--- src/rtl/inv_shift_rows_stream_if.sv ---
// Byte-in / state-out handshake bundle for the inverse ShiftRows stream stage.
// slave: the permutation block (consumes bytes, produces 128-bit states).
// master: the surrounding logic (produces bytes, consumes states).
interface inv_shift_rows_stream_if;
    logic         s_valid;
    logic         s_ready;
    logic [7:0]   s_data;
    logic         m_valid;
    logic         m_ready;
    logic [127:0] m_data;

    modport slave (
        input  s_valid, s_data, m_ready,
        output s_ready, m_valid, m_data
    );

    modport master (
        output s_valid, s_data, m_ready,
        input  s_ready, m_valid, m_data
    );
endinterface

--- src/rtl/inv_shift_rows_stream.sv ---
// Byte-serial AES InvShiftRows stage. Each incoming byte is written straight
// into its InvShiftRows destination, so a completed block is already permuted.
// Optional macro INV_SHIFT_ROWS_PINGPONG_EN: two banks so collection of the next
// block overlaps with holding the previous one on the output.
module inv_shift_rows_stream #(
    parameter int MSB_FIRST = 0,
    parameter int CNT_W     = 16
) (
    input  logic                    clk,
    input  logic                    rst_n,
    inv_shift_rows_stream_if.slave  bus,
    input  logic                    abort,
    output logic [CNT_W-1:0]        blk_cnt,
    output logic                    busy
);
    logic [3:0]       k_reg;
    logic [CNT_W-1:0] blk_cnt_reg;
    logic             wr_en;
    logic             out_acc;
    logic [3:0]       src_idx;
    logic [3:0]       dst_idx;
    logic [15:0]      byte_we;

    // Stream position -> state index -> (r, c) -> destination r + 4*((c+r) mod 4).
    assign src_idx = (MSB_FIRST != 0) ? ~k_reg : k_reg;
    assign dst_idx = {src_idx[3:2] + src_idx[1:0], src_idx[1:0]};

    for (genvar gi = 0; gi < 16; gi++) begin : g_we
        assign byte_we[gi] = wr_en && (dst_idx == 4'(gi));
    end

`ifdef INV_SHIFT_ROWS_PINGPONG_EN
    logic [127:0] bank_reg [2];
    logic [1:0]   full_reg;
    logic         wr_sel_reg;
    logic         rd_sel_reg;
    logic         last_byte;

    assign bus.s_ready = rst_n && !full_reg[wr_sel_reg];
    assign bus.m_valid = full_reg[rd_sel_reg];
    assign bus.m_data  = bank_reg[rd_sel_reg];
    assign wr_en       = bus.s_valid && bus.s_ready && !abort;
    assign out_acc     = bus.m_valid && bus.m_ready && !abort;
    assign last_byte   = wr_en && (k_reg == 4'hF);

    // Bank occupancy and pointers; the write and read banks differ whenever
    // both a fill and a drain complete in the same cycle.
    always_ff @(posedge clk) begin
        if (!rst_n || abort) begin
            full_reg   <= 2'b00;
            wr_sel_reg <= 1'b0;
            rd_sel_reg <= 1'b0;
        end else begin
            if (last_byte) begin
                full_reg[wr_sel_reg] <= 1'b1;
                wr_sel_reg           <= ~wr_sel_reg;
            end
            if (out_acc) begin
                full_reg[rd_sel_reg] <= 1'b0;
                rd_sel_reg           <= ~rd_sel_reg;
            end
        end
    end

    // Byte writes into the bank currently being collected.
    always_ff @(posedge clk) begin
        if (!rst_n) begin
            bank_reg[0] <= '0;
            bank_reg[1] <= '0;
        end else begin
            for (int i = 0; i < 16; i++) begin
                if (byte_we[i]) begin
                    bank_reg[wr_sel_reg][8*i +: 8] <= bus.s_data;
                end
            end
        end
    end
`else
    typedef enum logic {COLLECT = 1'b0, HOLD = 1'b1} state_t;

    state_t       state_reg;
    state_t       state_next;
    logic [127:0] data_reg;

    // State register.
    always_ff @(posedge clk) begin
        if (!rst_n) begin
            state_reg <= COLLECT;
        end else begin
            state_reg <= state_next;
        end
    end

    // Next state and handshake qualification; abort suppresses both handshakes.
    always_comb begin
        state_next = state_reg;
        wr_en      = 1'b0;
        out_acc    = 1'b0;
        if (abort) begin
            state_next = COLLECT;
        end else begin
            case (state_reg)
                COLLECT: begin
                    if (bus.s_valid) begin
                        wr_en = 1'b1;
                        if (k_reg == 4'hF) begin
                            state_next = HOLD;
                        end
                    end
                end
                HOLD: begin
                    if (bus.m_ready) begin
                        out_acc    = 1'b1;
                        state_next = COLLECT;
                    end
                end
                default: state_next = COLLECT;
            endcase
        end
    end

    // Ready is a decode of the registered state only (gated low while in reset).
    assign bus.s_ready = rst_n && (state_reg == COLLECT);
    assign bus.m_valid = (state_reg == HOLD);
    assign bus.m_data  = data_reg;

    // Byte writes directly into permuted positions.
    always_ff @(posedge clk) begin
        if (!rst_n) begin
            data_reg <= '0;
        end else begin
            for (int i = 0; i < 16; i++) begin
                if (byte_we[i]) begin
                    data_reg[8*i +: 8] <= bus.s_data;
                end
            end
        end
    end
`endif

    // Stream byte counter; wraps to 0 after the 16th byte.
    always_ff @(posedge clk) begin
        if (!rst_n || abort) begin
            k_reg <= 4'd0;
        end else if (wr_en) begin
            k_reg <= k_reg + 4'd1;
        end
    end

    // Delivered-block counter, free-running modulo 2^CNT_W.
    always_ff @(posedge clk) begin
        if (!rst_n) begin
            blk_cnt_reg <= '0;
        end else if (out_acc) begin
            blk_cnt_reg <= blk_cnt_reg + CNT_W'(1);
        end
    end

    assign blk_cnt = blk_cnt_reg;
    assign busy    = (k_reg != 4'd0);
endmodule

--- src/flat_wrapper.sv ---
// flat-port wrapper written by rule: the top's interface ports become plain ports
module inv_shift_rows_stream_flat 
#(
    parameter int MSB_FIRST = 0,
    parameter int CNT_W     = 16
)
  (clk, rst_n, abort, blk_cnt, busy, bus_s_valid, bus_s_data, bus_m_ready, bus_s_ready, bus_m_valid, bus_m_data);
  inv_shift_rows_stream_if bus_i ();
  input  logic clk;
  input  logic rst_n;
  input  logic abort;
  output logic [CNT_W-1:0] blk_cnt;
  output logic busy;
  input wire logic [$bits(bus_i.s_valid)-1:0] bus_s_valid;
  input wire logic [$bits(bus_i.s_data)-1:0] bus_s_data;
  input wire logic [$bits(bus_i.m_ready)-1:0] bus_m_ready;
  output wire logic [$bits(bus_i.s_ready)-1:0] bus_s_ready;
  output wire logic [$bits(bus_i.m_valid)-1:0] bus_m_valid;
  output wire logic [$bits(bus_i.m_data)-1:0] bus_m_data;
  assign bus_i.s_valid = bus_s_valid;
  assign bus_i.s_data = bus_s_data;
  assign bus_i.m_ready = bus_m_ready;
  assign bus_s_ready = bus_i.s_ready;
  assign bus_m_valid = bus_i.m_valid;
  assign bus_m_data = bus_i.m_data;
  inv_shift_rows_stream #(.MSB_FIRST(MSB_FIRST), .CNT_W(CNT_W)) u_core (.clk(clk), .rst_n(rst_n), .bus(bus_i), .abort(abort), .blk_cnt(blk_cnt), .busy(busy));
endmodule
--- config.mk ---
export PLATFORM = sky130hd
export DESIGN_NAME = inv_shift_rows_stream_flat
export DESIGN_NICKNAME = d
export VERILOG_FILES = /design/src/rtl/inv_shift_rows_stream_if.sv /design/src/rtl/inv_shift_rows_stream.sv /design/src/flat_wrapper.sv
export SDC_FILE = /design/constraint.sdc
export NUM_CORES = 1
export LEC_CHECK = 0
export ABC_AREA = 1
export CORE_MARGIN = 2
export CORE_UTILIZATION = 35
export CTS_CLUSTER_SIZE = 30
export DETAILED_ROUTE_END_ITERATION = 8
export GPL_TIMING_DRIVEN = 0
export SLEW_MARGIN = 20
export SYNTH_ARGS = -nofsm -noshare
export SYNTH_HDL_FRONTEND = slang
export SYNTH_SLANG_ARGS = --single-unit
--- constraint.sdc ---
create_clock -name clk -period 2.2 [get_ports clk]
set_input_delay 0.33 -clock clk [delete_from_list [all_inputs] [get_ports clk]]
set_output_delay 0.33 -clock clk [all_outputs]
set_load 0.03 [all_outputs]
* After elaboration in Yosys (flattened, before gate mapping)
Index checks and enable logic that the tools add are counted. W data, S select, Z words.
Storage, ports and cells: output and inout bits 147, logic and storage cells 72, bits of input ports 13, register bits after elaboration 149
Cells by class: muxes and demuxes 10, reductions and logical operators 22, bitwise logic cells 2, equality and inequality tests 16, add/sub/neg operators 3
Operator list (count):
- $eq A4 B4 Y1 const B | 9
- $logic_and A1 B1 Y1 | 17
- $add A16 B1 Y16 const B | 1
- $eq A4 B3 Y1 const B | 4
- $mux W1 | 9
- $eq A4 B2 Y1 const B | 2
- $add A4 B1 Y4 const B | 1
- $eq A4 B1 Y1 const B | 1
- $logic_not A4 Y1 | 1
- $reduce_bool A4 Y1 | 1
- $add A2 B2 Y2 | 1
- $not A1 Y1 | 2
- $pmux W1 S2 | 1
- $reduce_or A2 Y1 | 1
- $logic_not A1 Y1 | 1
- $logic_or A1 B1 Y1 | 1

* Depth between registers and ports, before layout
depth after elaboration 4, gate-level depth with buffers 11

* Least setup slack after synthesis
OpenSTA, ideal clock, no wires.
kind flip-flop to flip-flop, start register u_core.k_reg[0], end register u_core.data_reg[6] (netlist: u_core.bus.m_data[6]), buffers on the path 1, cell stages (with the launch flop) 9, arrival 1445 ps, setup slack 643 ps, period minus slack after synthesis 1557 ps, cell sequence dfxtp_1 > ha_1 > inv_1 > nand2_4 > nor2_4 > buf_6 > nand2_1 > nand2_1 > nor2_2
Between the ends: longest elaborated chain between the ends 3
Ends and longest elaborated chain:
- start: declaration | line inv_shift_rows_stream.sv:16 | logic [3:0] k_reg;
- start signal: assignment | line inv_shift_rows_stream.sv:146 | k_reg <= k_reg + 4'd1;
- $add A2 B2 Y2 | line inv_shift_rows_stream.sv:26 | assign dst_idx = {src_idx[3:2] + src_idx[1:0], src_idx[1:0]};
- $logic_not A4 Y1 * | line inv_shift_rows_stream.sv:29 | assign byte_we[gi] = wr_en && (dst_idx == 4'(gi));
- $logic_and A1 B1 Y1 * | line inv_shift_rows_stream.sv:29
- end signal: indexed assignment | line inv_shift_rows_stream.sv:134 | data_reg[8*i +: 8] <= bus.s_data;
- end: declaration | line inv_shift_rows_stream.sv:83 | logic [127:0] data_reg;
Every way passes the cells marked *; elsewhere a longest branch is shown, timed or not. A chain may end at the register's enable or synchronous reset.

* Worst setup path after layout
start register u_core.k_reg[0], end output busy
Between the ends: longest elaborated chain between the ends 1
Ends and longest elaborated chain:
- $reduce_bool A4 Y1 | line inv_shift_rows_stream.sv:160 | assign busy = (k_reg != 4'd0);
- end: declaration | line flat_wrapper.sv:13 | output logic busy;
Every way passes these cells.

==> impl_metrics.tcl <==
set metrics [dict create \
    worstMarginPinSlew_ns 0.814 \
    hp-class "in -> reg" \
    dpl.hpwl_um 12100 \
    yosys_warnings 0 \
    r2r_cells 8 \
    final_cells 1292 \
    yosys_register_bits 149 \
    final_cell_mix "283 x nand2_1, 247 x nor2_1, 157 x clkdlybuf4s50_1" \
    finClkSkew_ns 0.00754 \
    yosys-mux-area-fraction_pct 0 \
    placed_cell_area_um2 8120 \
    core_area_um2 17400 \
    netlist_instances 878 \
    final_common_cell "nand2_1" \
    cts_sinks 149 \
    nets 1074 \
    period_share_pct 92.6 \
    syn_to_final_growth_pct 39.6 \
    clk_pin_slew_ns 0.06 \
    cts_tree "yes" \
    crit_arrival_ns 1.71 \
    gr-usage-all-layers_pct 18.8 \
    required_ns 1.87 \
    start_kind "flop" \
    max_freq_mhz 491 \
    power_density_nw_per_um2 712 \
    start_util_pct 36.0 \
    synth_xor_xnor_area_share_pct 0.140 \
    drive_above_1_share_pct 10.8 \
    maxCapViolations 0 \
    dr.pass1.iters 4 \
    cts-buffers-inserted 17 \
    place.gp.congestion 0.802 \
    slew_headroom_pct 45.7 \
    wire_per_inst_um 13.5 \
    critPathKind "reg -> out" \
    rsz0062_at_grt "false" \
    cellLeakagePower_nw 3.42 \
    r2r-end "u_core.bus.m_data[7]$_SDFFE_PN0P_" \
    postRouteAntennaNets 0 \
    hold_end "u_core.blk_cnt[11]$_SDFFE_PN0P_" \
    fin_area_um2 8730 \
    synth_top_family_by_area "simple AND/OR/NAND/NOR gates" \
    crit_fanout 5 \
    maxSlewViolCount 0 \
    status "completed" \
    grt_pass1_vias 5170 \
    port-buffer-count 158 \
    root_buffer "clkbuf_16" \
    syn_avg_cell_area_um2 7.12 \
    min_from "rst_n" \
    final_hold_viol_count 0 \
    vias_per_cell 4.43 \
    drt-initial-drc-count 262 \
    vias 5729 \
    clk_latency_ns 0.42 \
    grt_pass1_wl_um 27100 \
    yosys.area_share.adder_pct 1.20 \
    h-tree-depth 4 \
    synthesis.area_um2 6250 \
    synth-simple-area-share_pct 42.1 \
    fp.dieH_um 138 \
    n_antenna_cell 0 \
    die_x_um 138 \
    vdd_drop_max_v 0.000532 \
    rr_startpoint "u_core.k_reg[0]$_SDFFE_PP0P_" \
    drc_errors 0 \
    grt_max_degree 17 \
    endpoint_kind "primary output" \
    syn_nets 897 \
    setup_violations 0 \
    holdBufCountCts 0 \
    ios 160 \
    ff2ff_setup_slack_ns 0.47 \
    ys_seq_area_share_pct 47.7 \
    placed_cells 1261 \
    synth_compound_area_share_pct 1.94 \
    hold-path-cell-count 3 \
    post-route-min-period_ns 2.04 \
    synth_cell_type_count 23 \
    routed_wl_um 17500 \
    overflow 0 \
    dieArea_um2 19000 \
    fin_tns_setup_ns 0 \
    fp-row-count 48 \
    ctsLongestPathBuffers 2 \
    largest_register_ffs 128 \
    antenna_found_initial 0 \
]
-- cells in the mapped netlist (all sizes together) --
library cell	number	share of area, %
nand3	13	1.0
inv	39	2.3
xor2	1	0.14
dfxtp	149	48
ha	6	1.2
a21oi	10	0.80
nand2	297	19
o22ai	1	0.10
clkbuf	13	0.78
nand4	5	0.50
and2	1	0.10
buf	27	3.8
nor3	3	0.24
o21ai	13	1.0
nor2	300	21
-- area by class of cell --
| type | count | area, um2 |
|---|---|---|
| Clock buffer | 23 | 468 |
| Timing Repair Buffer | 158 | 1580 |
| Inverter | 39 | 146 |
| Clock inverter | 8 | 149 |
| Multi-Input combinational cell | 650 | 2840 |
| Fill cell | 1713 | 8620 |
| Tap cell | 225 | 282 |
| Sequential cell | 149 | 2980 |
| Buffer | 40 | 284 |
-- logic make-up (layout without fill, tap and decap cells) --
kind of cell,count (synthesis),count (layout)
buffers and inverters,79,268
DFF,149,149
xor gates and xnor gates,1,1
AOI/OAI and AO/OA,24,24
and+or+nand+nor,619,619
adders and majority gates,6,6
-- worst max path at each step --
stage	from	slack (ns)	cells after the start	endpoint
2_1_floorplan	u_core.k_reg[0]$_SDFFE_PP0P_	0.64	8	u_core.bus.m_data[6]$_SDFFE_PN0P_
3_3_place_gp	bus_s_valid	0.18	9	u_core.bus.m_data[7]$_SDFFE_PN0P_
3_5_place_dp	abort	0.16	8	u_core.bus.m_data[7]$_SDFFE_PN0P_
4_1_cts	u_core.k_reg[0]$_SDFFE_PP0P_	0.14	4	busy
5_1_grt	u_core.k_reg[0]$_SDFFE_PP0P_	0.06	4	busy
6_report	u_core.k_reg[0]$_SDFFE_PP0P_	0.16	4	busy
-- what timing repair did --
action / CTS / global route
resized for setup: 1 / 0
setup buffers: 0 / 0
setup endpoints to repair: 1 / 0
-- metrics by stage --
stage / total power, mW / setup WS, ns / util [%] / hold slack (ns)
after floorplan: 3.06 / 0.643 / - / 0.455
after global placement: 3.22 / 0.182 / 46.8 / 0.460
after detailed placement: 3.22 / 0.163 / 46.8 / 0.470
after CTS: 6.27 / 0.136 / 50.3 / 0.356
after global routing: 6.42 / 0.0620 / 50.3 / 0.364
final: 6.22 / 0.163 / 50.3 / 0.361
-- power by group --
part	internal [mW]	switching [mW]	total, mW
sequential	2.72	0.0184	2.74
combinational	0.137	0.275	0.412
clock	1.95	1.11	3.06
-- critical path, stage by stage, from the launching register on --
cell and delay [ns]:
dfxtp_1 0.41, inv_1 0.12, ha_1 0.24, nand3_1 0.09
dlygate4sd2_1 0.43
-- layer usage --
layer  track usage, %  vias to the layer above  routed length (um)
li1                 -                     3008                   -
met5                0                        -                   0
met3             5.56                       12                1160
met2             29.8                      149                7880
met1             24.9                     2560                8280
met4             4.98                        0                 152
Power figures use the tool's default switching activity.
